==> src/rtl/sd_cmd_init_sequencer.sv <==
// sd_cmd_init_sequencer: walks an SD card through CMD0, CMD8, CMD55/ACMD41,
// CMD2 and CMD3 using the cmd_controller strobe interface.
module sd_cmd_init_sequencer #(
  parameter logic [15:0] MAX_RETRIES   = 16'd1000,
  parameter logic [31:0] OCR_ARG       = 32'h40FF8000,
  parameter logic [11:0] CHECK_PATTERN = 12'h1AA
) (
  input  logic        clock,
  input  logic        reset,
  input  logic        start,
  input  logic        cmd_done,
  input  logic        cmd_timeout,
  input  logic [5:0]  response_index,
  input  logic [31:0] response_arg,
  output logic        new_command,
  output logic [5:0]  cmd_index,
  output logic [31:0] cmd_argument,
  output logic        busy,
  output logic        done,
  output logic        error,
  output logic [2:0]  error_code,
  output logic [15:0] rca,
  output logic [15:0] retry_count
);

  typedef enum logic [3:0] {
    IDLE, S_CMD0, W_CMD0, S_CMD8, W_CMD8,
    S_CMD55, W_CMD55, S_ACMD41, W_ACMD41,
    S_CMD2, W_CMD2, S_CMD3, W_CMD3, DONE, ERR
  } state_t;

  state_t      state, next_state;
  logic [2:0]  fail_code;
  logic        start_ok;
  logic        is_wait;

  logic        new_command_d;
  logic [5:0]  cmd_index_d;
  logic [31:0] cmd_argument_d;
  logic        busy_d, done_d, error_d;
  logic [2:0]  error_code_d;
  logic [15:0] rca_d, retry_count_d;

  logic        unused_bits;
  assign unused_bits = ^response_arg[15:12];

  assign start_ok = start &&
    (state == IDLE || state == DONE || state == ERR);

  assign is_wait = (state == W_CMD0) || (state == W_CMD8) ||
    (state == W_CMD55) || (state == W_ACMD41) ||
    (state == W_CMD2) || (state == W_CMD3);

  always_ff @(posedge clock) begin
    if (reset) begin
      state        <= IDLE;
      new_command  <= 1'b0;
      cmd_index    <= '0;
      cmd_argument <= '0;
      busy         <= 1'b0;
      done         <= 1'b0;
      error        <= 1'b0;
      error_code   <= '0;
      rca          <= '0;
      retry_count  <= '0;
    end else begin
      state        <= next_state;
      new_command  <= new_command_d;
      cmd_index    <= cmd_index_d;
      cmd_argument <= cmd_argument_d;
      busy         <= busy_d;
      done         <= done_d;
      error        <= error_d;
      error_code   <= error_code_d;
      rca          <= rca_d;
      retry_count  <= retry_count_d;
    end
  end

  always_comb begin
    next_state = state;
    fail_code  = 3'd0;
    unique case (state)
      IDLE, DONE, ERR: if (start) next_state = S_CMD0;
      S_CMD0:   next_state = W_CMD0;
      W_CMD0:   if (cmd_done) next_state = S_CMD8;
      S_CMD8:   next_state = W_CMD8;
      W_CMD8:
        if (cmd_done) begin
          if (response_index != 6'd8) begin
            next_state = ERR;
            fail_code  = 3'd4;
          end else if (response_arg[11:0] != CHECK_PATTERN) begin
            next_state = ERR;
            fail_code  = 3'd1;
          end else begin
            next_state = S_CMD55;
          end
        end
      S_CMD55:  next_state = W_CMD55;
      W_CMD55:
        if (cmd_done) begin
          if (response_index != 6'd55) begin
            next_state = ERR;
            fail_code  = 3'd4;
          end else begin
            next_state = S_ACMD41;
          end
        end
      S_ACMD41: next_state = W_ACMD41;
      W_ACMD41:
        if (cmd_done) begin
          if (response_arg[31]) begin
            next_state = S_CMD2;
          end else if (retry_count == MAX_RETRIES) begin
            next_state = ERR;
            fail_code  = 3'd3;
          end else begin
            next_state = S_CMD55;
          end
        end
      S_CMD2:   next_state = W_CMD2;
      W_CMD2:   if (cmd_done) next_state = S_CMD3;
      S_CMD3:   next_state = W_CMD3;
      W_CMD3:
        if (cmd_done) begin
          if (response_index != 6'd3) begin
            next_state = ERR;
            fail_code  = 3'd4;
          end else begin
            next_state = DONE;
          end
        end
      default:  next_state = IDLE;
    endcase
    // A timeout overrides whatever cmd_done decided in the same cycle
    if (is_wait && cmd_timeout) begin
      next_state = ERR;
      fail_code  = 3'd2;
    end
  end

  always_comb begin
    new_command_d  = 1'b0;
    cmd_index_d    = cmd_index;
    cmd_argument_d = cmd_argument;
    busy_d         = 1'b1;
    done_d         = (next_state == DONE);
    error_d        = (next_state == ERR);
    error_code_d   = error_code;
    rca_d          = rca;
    retry_count_d  = retry_count;
    if (start_ok) begin
      error_code_d  = 3'd0;
      rca_d         = 16'd0;
      retry_count_d = 16'd0;
    end
    unique case (next_state)
      IDLE, DONE, ERR: busy_d = 1'b0;
      S_CMD0: begin
        new_command_d  = 1'b1;
        cmd_index_d    = 6'd0;
        cmd_argument_d = 32'd0;
      end
      S_CMD8: begin
        new_command_d  = 1'b1;
        cmd_index_d    = 6'd8;
        cmd_argument_d = {20'h0, CHECK_PATTERN};
      end
      S_CMD55: begin
        new_command_d  = 1'b1;
        cmd_index_d    = 6'd55;
        cmd_argument_d = 32'd0;
      end
      S_ACMD41: begin
        new_command_d  = 1'b1;
        cmd_index_d    = 6'd41;
        cmd_argument_d = OCR_ARG;
        retry_count_d  = retry_count + 16'd1;
      end
      S_CMD2: begin
        new_command_d  = 1'b1;
        cmd_index_d    = 6'd2;
        cmd_argument_d = 32'd0;
      end
      S_CMD3: begin
        new_command_d  = 1'b1;
        cmd_index_d    = 6'd3;
        cmd_argument_d = 32'd0;
      end
      default: ;
    endcase
    if (next_state == ERR && state != ERR)
      error_code_d = fail_code;
    if (state == W_CMD3 && next_state == DONE)
      rca_d = response_arg[31:16];
  end

endmodule

==> config.mk <==
export PLATFORM = sky130hd
export DESIGN_NAME = sd_cmd_init_sequencer
export DESIGN_NICKNAME = d
export VERILOG_FILES = /design/src/rtl/sd_cmd_init_sequencer.sv
export SDC_FILE = /design/constraint.sdc
export NUM_CORES = 1
export LEC_CHECK = 0
export CORE_MARGIN = 2
export CORE_UTILIZATION = 38
export CTS_CLUSTER_SIZE = 14
export DETAILED_ROUTE_END_ITERATION = 10
export GPL_TIMING_DRIVEN = 1
export PLACE_DENSITY = 0.72
export RECOVER_POWER = 25
export REMOVE_ABC_BUFFERS = 1
export SYNTH_ARGS = -nofsm -noshare
export SYNTH_HDL_FRONTEND = slang
export SYNTH_SLANG_ARGS = --single-unit
==> constraint.sdc <==
create_clock -name clock -period 2.9 [get_ports clock]
set_input_delay 0.58 -clock clock [delete_from_list [all_inputs] [get_ports clock]]
set_output_delay 0.58 -clock clock [all_outputs]
set_load 0.02 [all_outputs]
---- Word-level counts from Yosys, hierarchy flattened ----
Index checks and enable logic that the tools add are counted.
word-level totals
  logic and storage cells ................. 97
  bits in registers ....................... 81
  input port bits ......................... 43
  output and inout bits ................... 77
operators by class
  muxes and demuxes ....................... 36
  eq/ne operators ......................... 28
  add/subtract/negate cells ............... 1
  reduce and logical (&&, ||, !) cells .... 22
operators by type and width
  cell                                                                       count
  32-bit case mux with 3 select lines                                        1
  4-bit 2-to-1 mux                                                           13
  4-bit case mux with 13 select lines                                        1
  16-bit 2-to-1 mux                                                          3
  4-bit == test (second input constant)                                      11
  6-bit case mux with 6 select lines                                         1
  3-bit 2-to-1 mux                                                           9
  4-bit by 3-bit == test with 1-bit output (second input constant)           6
  16-bit by 1-bit adder with 16-bit output (second input constant)           1
  16-bit by 10-bit == test with 1-bit output (second input constant)         1
  4-bit by 2-bit == test with 1-bit output (second input constant)           3
  12-bit by 9-bit inequality test with 1-bit output (second input constant)  1
  3-bit case mux with 4 select lines                                         1
  4-bit by 1-bit == test with 1-bit output (second input constant)           2
  4-bit logical NOT                                                          2
  2-bit 2-to-1 mux                                                           4
  1-bit logical OR                                                           7
  6-bit by 2-bit inequality test with 1-bit output (second input constant)   1
  6-bit by 4-bit inequality test with 1-bit output (second input constant)   1
  6-bit inequality test (second input constant)                              1
  2-bit nonzero test                                                         3
  6-bit nonzero test                                                         1
  3-bit OR reduction                                                         2
  6-bit OR reduction                                                         1
  other kinds (5)                                                            10

---- Logic depth before layout (Yosys ltp) ----
  depth after elaboration ................. 11
  mapped depth ............................ 11
  gate-level depth less buffers ........... 9

---- Worst setup path after synthesis ----
No wires, ideal clock.
  path type ............................... input-to-reg
  from .................................... input port response_index[2]
  to ...................................... register retry_count[15]
  slack ................................... 0.444 ns
  arrival ................................. 2.387 ns
  stages .................................. 8
  path buffers ............................ 1
  setup time .............................. 0.069 ns
  data required time ...................... 2.831 ns
  cell sequence ........................... nor3_1 > nand3_1 > o311ai_4 > or3_1 > buf_4 > nand4_2 > or4_1 > o21ai_1
between the ends
  longest elaborated chain between the ends .. 7
  elaborated cells on any way between the ends .. 14
  those cells by class .................... eq/ne: 4; mux: 9; reduce/logical: 1
RTL lines
  what                                                                            line          text
  from (decl)                                                                     13            input logic [5:0] response_index,
  6-bit by 2-bit inequality test with 1-bit output, or another cell as far along  127           if (response_index != 6'd3) begin
  2-bit 2-to-1 mux, or another cell as far along                                  127
  4-bit 2-to-1 mux, on equally long branches                                      126, 102, 89
  4-bit case mux with 13 select lines (*)                                         83            unique case (state)
  4-bit 2-to-1 mux (*)                                                            137           if (is_wait && cmd_timeout) begin
  4-bit by 3-bit == test with 1-bit output (*)                                    158           unique case (next_state)
  16-bit 2-to-1 mux / 2-bit nonzero test (equally long branches)                  n/a
  to (signal assigned)                                                            76            retry_count <= retry_count_d;
  to (decl)                                                                       23            output logic [15:0] retry_count
Mark *: on every way between the ends. The rest lies on a longest branch, timed or not.
A chain may end at the register's enable or synchronous reset.

---- Worst setup path after layout ----
  from .................................... input port response_index[5]
  to ...................................... register cmd_argument[8]
between the ends
  longest elaborated chain between the ends .. 8
  elaborated cells on any way between the ends .. 20
  those cells by class .................... eq/ne: 9; mux: 9; reduce/logical: 2
RTL lines
  what                                                                              line          text
  6-bit by 2-bit inequality test with 1-bit output, or another cell as far along    127
  2-bit 2-to-1 mux, or another cell as far along                                    127
  4-bit 2-to-1 mux, on equally long branches                                        126, 102, 89
  4-bit case mux with 13 select lines (*)                                           83
  4-bit 2-to-1 mux (*)                                                              137
  4-bit == test, or another cell as far along                                       158
  4-bit OR reduction (no line)                                                      n/a
  32-bit case mux with 3 select lines / 3-bit nonzero test (equally long branches)  n/a
  to (signal assigned)                                                              70            cmd_argument <= cmd_argument_d;
  to (decl)                                                                         17            output logic [31:0] cmd_argument,
Mark *: on every way between the ends. The rest lies on a longest branch, timed or not. The select of a mux whose other input is x is not followed.

==> run summary <==
status -> complete, no violations
largest family of logic cells by synthesized area -> simple AND/OR/NAND/NOR gates
max-cap violations -> 0
antenna diode count -> 0
critical-path maximum fanout -> 4
Post-layout nets -> 529
via count of the first global-routing pass -> 2872
CTS HTree Levels -> 2
I/O pin count -> 120
Startpoint Class -> primary input
EDFF count, synth -> 0
cell at the root of the clock tree -> sky130_fd_sc_hd__clkbuf_8
Psw -> 1.26 mW
synthesized-area fraction occupied by ao, oa, aoi and oai cells -> 0.167
growth of design area from synthesis to finish -> 43.8%
top area cells in the synthesized netlist -> sky130_fd_sc_hd__dfxtp_1, sky130_fd_sc_hd__buf_4, sky130_fd_sc_hd__nand3_1, sky130_fd_sc_hd__nand2_1, sky130_fd_sc_hd__a21oi_1
count of nets left with antenna violations after detail routing -> 0
number of DRC markers in iteration 0 -> 129
area share of fa/ha/maj cells after synthesis -> 0.0119
IO Port Bufs -> 98
number of distinct standard cells referenced by the synthesized netlist -> 67
CTS resizes -> 0
hold violation count in the final report -> 0
Synth Flop Type -> sky130_fd_sc_hd__dfxtp_1
worst-path cell chain -> clkdlybuf4s50_1 > nor3_1 > buf_4 > buf_4 > nand4_1 > o311ai_4 > buf_4 > nor3_1 > nor2_1 > a21boi_0 > a211oi_1
worst slack on hold paths -> 0.466 ns
multi-input combinational cell area -> 1650 µm²
design internal power -> 1.75 mW
Synth Area in XOR/XNOR -> 0.00893
via count -> 3047
final instance area -> 4230 µm²
worst slew slack as a fraction of its limit -> 0.509
placeable core region -> 7610 µm²
Starting Density -> 0.387
Slew Limit Fails -> 0
final core utilization -> 0.556
most instantiated cells after synthesis -> sky130_fd_sc_hd__dfxtp_1, sky130_fd_sc_hd__nand2_1, sky130_fd_sc_hd__nand3_1
Async SR Flop Fraction -> 0
Synth Warn # -> 0
class of the worst hold path -> flip-flop to flip-flop
sum of net half-perimeters after detailed placement -> 6.21 mm
unrepaired setup endpoints after global routing -> no
Syn Std Cell Area -> 2940 µm²
standard-cell rows -> 32
cell with the most instances on the worst path -> sky130_fd_sc_hd__buf_4
Syn Area/Cell -> 7.93 µm²
latest clock arrival within the worst-skew pair -> 0.31 ns
Final Total Pwr -> 3.01 mW
number of antenna violations at the first check in global routing -> 0
aggregate routed wire length -> 8.04 mm
cell depth of the worst min-delay path -> 2
wire length of the first global-routing pass -> 13.5 mm
average wire per cell in the routed design -> 13.7 µm
power per cell area -> 711 nW/µm²
part of the cycle the worst path needs -> 0.931
part of the Yosys area used for sequential elements -> 0.340
worst IR drop on VDD -> 0.400 mV
number of setup violations in the final report -> 0
Placement Cell Area -> 4140 µm²
height of the chip -> 92 µm
clock buffers created by TritonCTS -> 5
data arrival time at the worst-slack endpoint -> 2.91 ns
skew final -> 0.00903 ns
reg2reg path depth -> 8
sequential cell area in the final layout -> 1000 µm²
Critical Path Max Stage Delay -> 0.56 ns
highest attainable clock frequency -> 370 MHz
portion of total power attributed to combinational logic -> 0.557
fill cell instance count of the final layout -> 738
simple-gate portion of the synthesized area -> 0.346
Post-CTS Hold Fix Bufs -> 0
share of post-route cells with drive strength above 1 -> 0.136
leakage power -> 1.76 nW
worst slew pin tran -> 0.731 ns
area share of the leading cell type in the synthesized netlist -> 0.340
number of setup buffers added after CTS -> 0
clk slew on worst S/H paths -> 0.09 ns
final global-route overflow total -> 0
Avg Vias per Cell -> 5.19
Die Outline Area -> 8460 µm²
CP max-delay cell -> sky130_fd_sc_hd__nor3_1
Sw Ratio -> 0.418
cells after synthesis -> 371
gpl congestion -> 0.861
Worst Setup Path Type -> primary input to flip-flop
most frequently used cell type in the post-synthesis netlist -> sky130_fd_sc_hd__dfxtp_1
CTS Buffer Depth -> 2
clock network power share -> 0.145
pin count of the biggest net entering global routing -> 21
GR Util All Layers -> 0.192
# clock sinks -> 50
Pre-Repair DR Iteration Count -> 4
post-synthesis sequential element count -> 50
detailed-route DRC error count -> 0
sequential share of power -> 0.298
die span in x -> 92 µm
Worst Setup End Kind -> flip-flop
worst endpoint required time -> 3.11 ns
most area-hungry cell type in the Yosys netlist -> sky130_fd_sc_hd__dfxtp_1
multiplexer share of the synthesized area -> 0.00340
final critical-path required period -> 2.70 ns
CTS tree -> done
==> metrics by stage <==
| stage | setup TNS [ns] | setup WS [ns] | std cells |
|---|---|---|---|
| floorplan | -1.89 | -0.213 | 337 |
| global placement | -0.416 | -0.0763 | 579 |
| detailed placement | -0.847 | -0.104 | 579 |
| CTS | 0 | 0.227 | 587 |
| global route | 0 | 0.0148 | 587 |
| finish | 0 | 0.201 | 587 |
==> metal layers <==
layer	vias to the layer above	global-route usage	wire [µm]
li1	1513	-	-
met1	1449	0.258	3680
met2	81	0.322	3950
met3	4	0.0353	365
met4	0	0.0373	42
met5	-	0	0
==> worst max-delay path: cells and delay by family <==
| family | cells | cell delay (ns) |
|---|---|---|
| simple gates | 4 | 0.87 |
| compound gates | 3 | 0.56 |
| buf+inv | 4 | 0.91 |
==> final cells by class <==
class                   count  share of cell area
multi-input cells         280               0.390
clock buffers               7              0.0204
inverters                   7             0.00621
well taps                 102              0.0302
flip-flops and latches     50               0.236
clock inverters             1             0.00207
repair buffers            140               0.315
==> registers in the layout, indices dropped and copies added, names as in the netlist <==
name and cells:
busy 1, cmd_argument 2, cmd_index 5, done 1
error 1, error_code 3, new_command 1, rca 16
retry_count 16, state 4
==> kinds of logic (layout without fill, tap and decap cells) <==
family,after synthesis,after routing
xor+xnor,3,3
compound gates,71,71
mux,1,1
flops,50,50
fa+ha+maj,3,3
other cells,1,17
buf+inv,57,155
simple gates,185,185
==> cell usage in the layout, fill, tap and decap left out, types with 3 or more instances in the layout <==
| cell type | n |
|---|---|
| sky130_fd_sc_hd__a31o_2 | 3 |
| sky130_fd_sc_hd__o21ai_0 | 9 |
| sky130_fd_sc_hd__buf_12 | 3 |
| sky130_fd_sc_hd__buf_4 | 39 |
| sky130_fd_sc_hd__nor2b_1 | 4 |
| sky130_fd_sc_hd__dfxtp_1 | 50 |
| sky130_fd_sc_hd__a22o_1 | 5 |
| sky130_fd_sc_hd__nor2_1 | 22 |
| sky130_fd_sc_hd__dlygate4sd3_1 | 27 |
| sky130_fd_sc_hd__o21ai_1 | 3 |
| sky130_fd_sc_hd__nand2_1 | 47 |
| sky130_fd_sc_hd__nand3_1 | 46 |
| sky130_fd_sc_hd__clkdlybuf4s50_1 | 71 |
| sky130_fd_sc_hd__inv_1 | 6 |
| sky130_fd_sc_hd__conb_1 | 17 |
| sky130_fd_sc_hd__and2_1 | 3 |
| sky130_fd_sc_hd__clkbuf_8 | 6 |
| sky130_fd_sc_hd__a211oi_1 | 3 |
| sky130_fd_sc_hd__nand2b_1 | 6 |
| sky130_fd_sc_hd__and3_1 | 7 |
| sky130_fd_sc_hd__a21oi_1 | 27 |
| sky130_fd_sc_hd__nor3_1 | 6 |
| sky130_fd_sc_hd__nand3b_1 | 3 |
| sky130_fd_sc_hd__nand4_1 | 6 |
| sky130_fd_sc_hd__nor4_1 | 4 |
| sky130_fd_sc_hd__or3_1 | 6 |
| sky130_fd_sc_hd__nor4bb_1 | 3 |
==> power groups by stage <==
stage	clock network, mW	logic (mW)	registers [mW]
2_1_floorplan	0	0.711	1.05
3_3_place_gp	0	1.67	0.909
3_5_place_dp	0	1.69	0.915
4_1_cts	0.449	1.70	0.899
5_1_grt	0.476	1.83	0.918
6_report	0.435	1.68	0.896
==> worst paths after layout <==
kind                             start                      endpoint  slack (ns)
max                  response_index[5]  cmd_argument[8]$_SDFFE_PP0P_        0.20
min          cmd_index[0]$_SDFFE_PP0P_     cmd_index[0]$_SDFFE_PP0P_        0.47
max reg2reg        state[3]$_SDFF_PP0_  cmd_argument[8]$_SDFFE_PP0P_        0.35
min reg2reg  cmd_index[0]$_SDFFE_PP0P_     cmd_index[0]$_SDFFE_PP0P_        0.47
No activity file was read; power rests on OpenSTA's default activity.
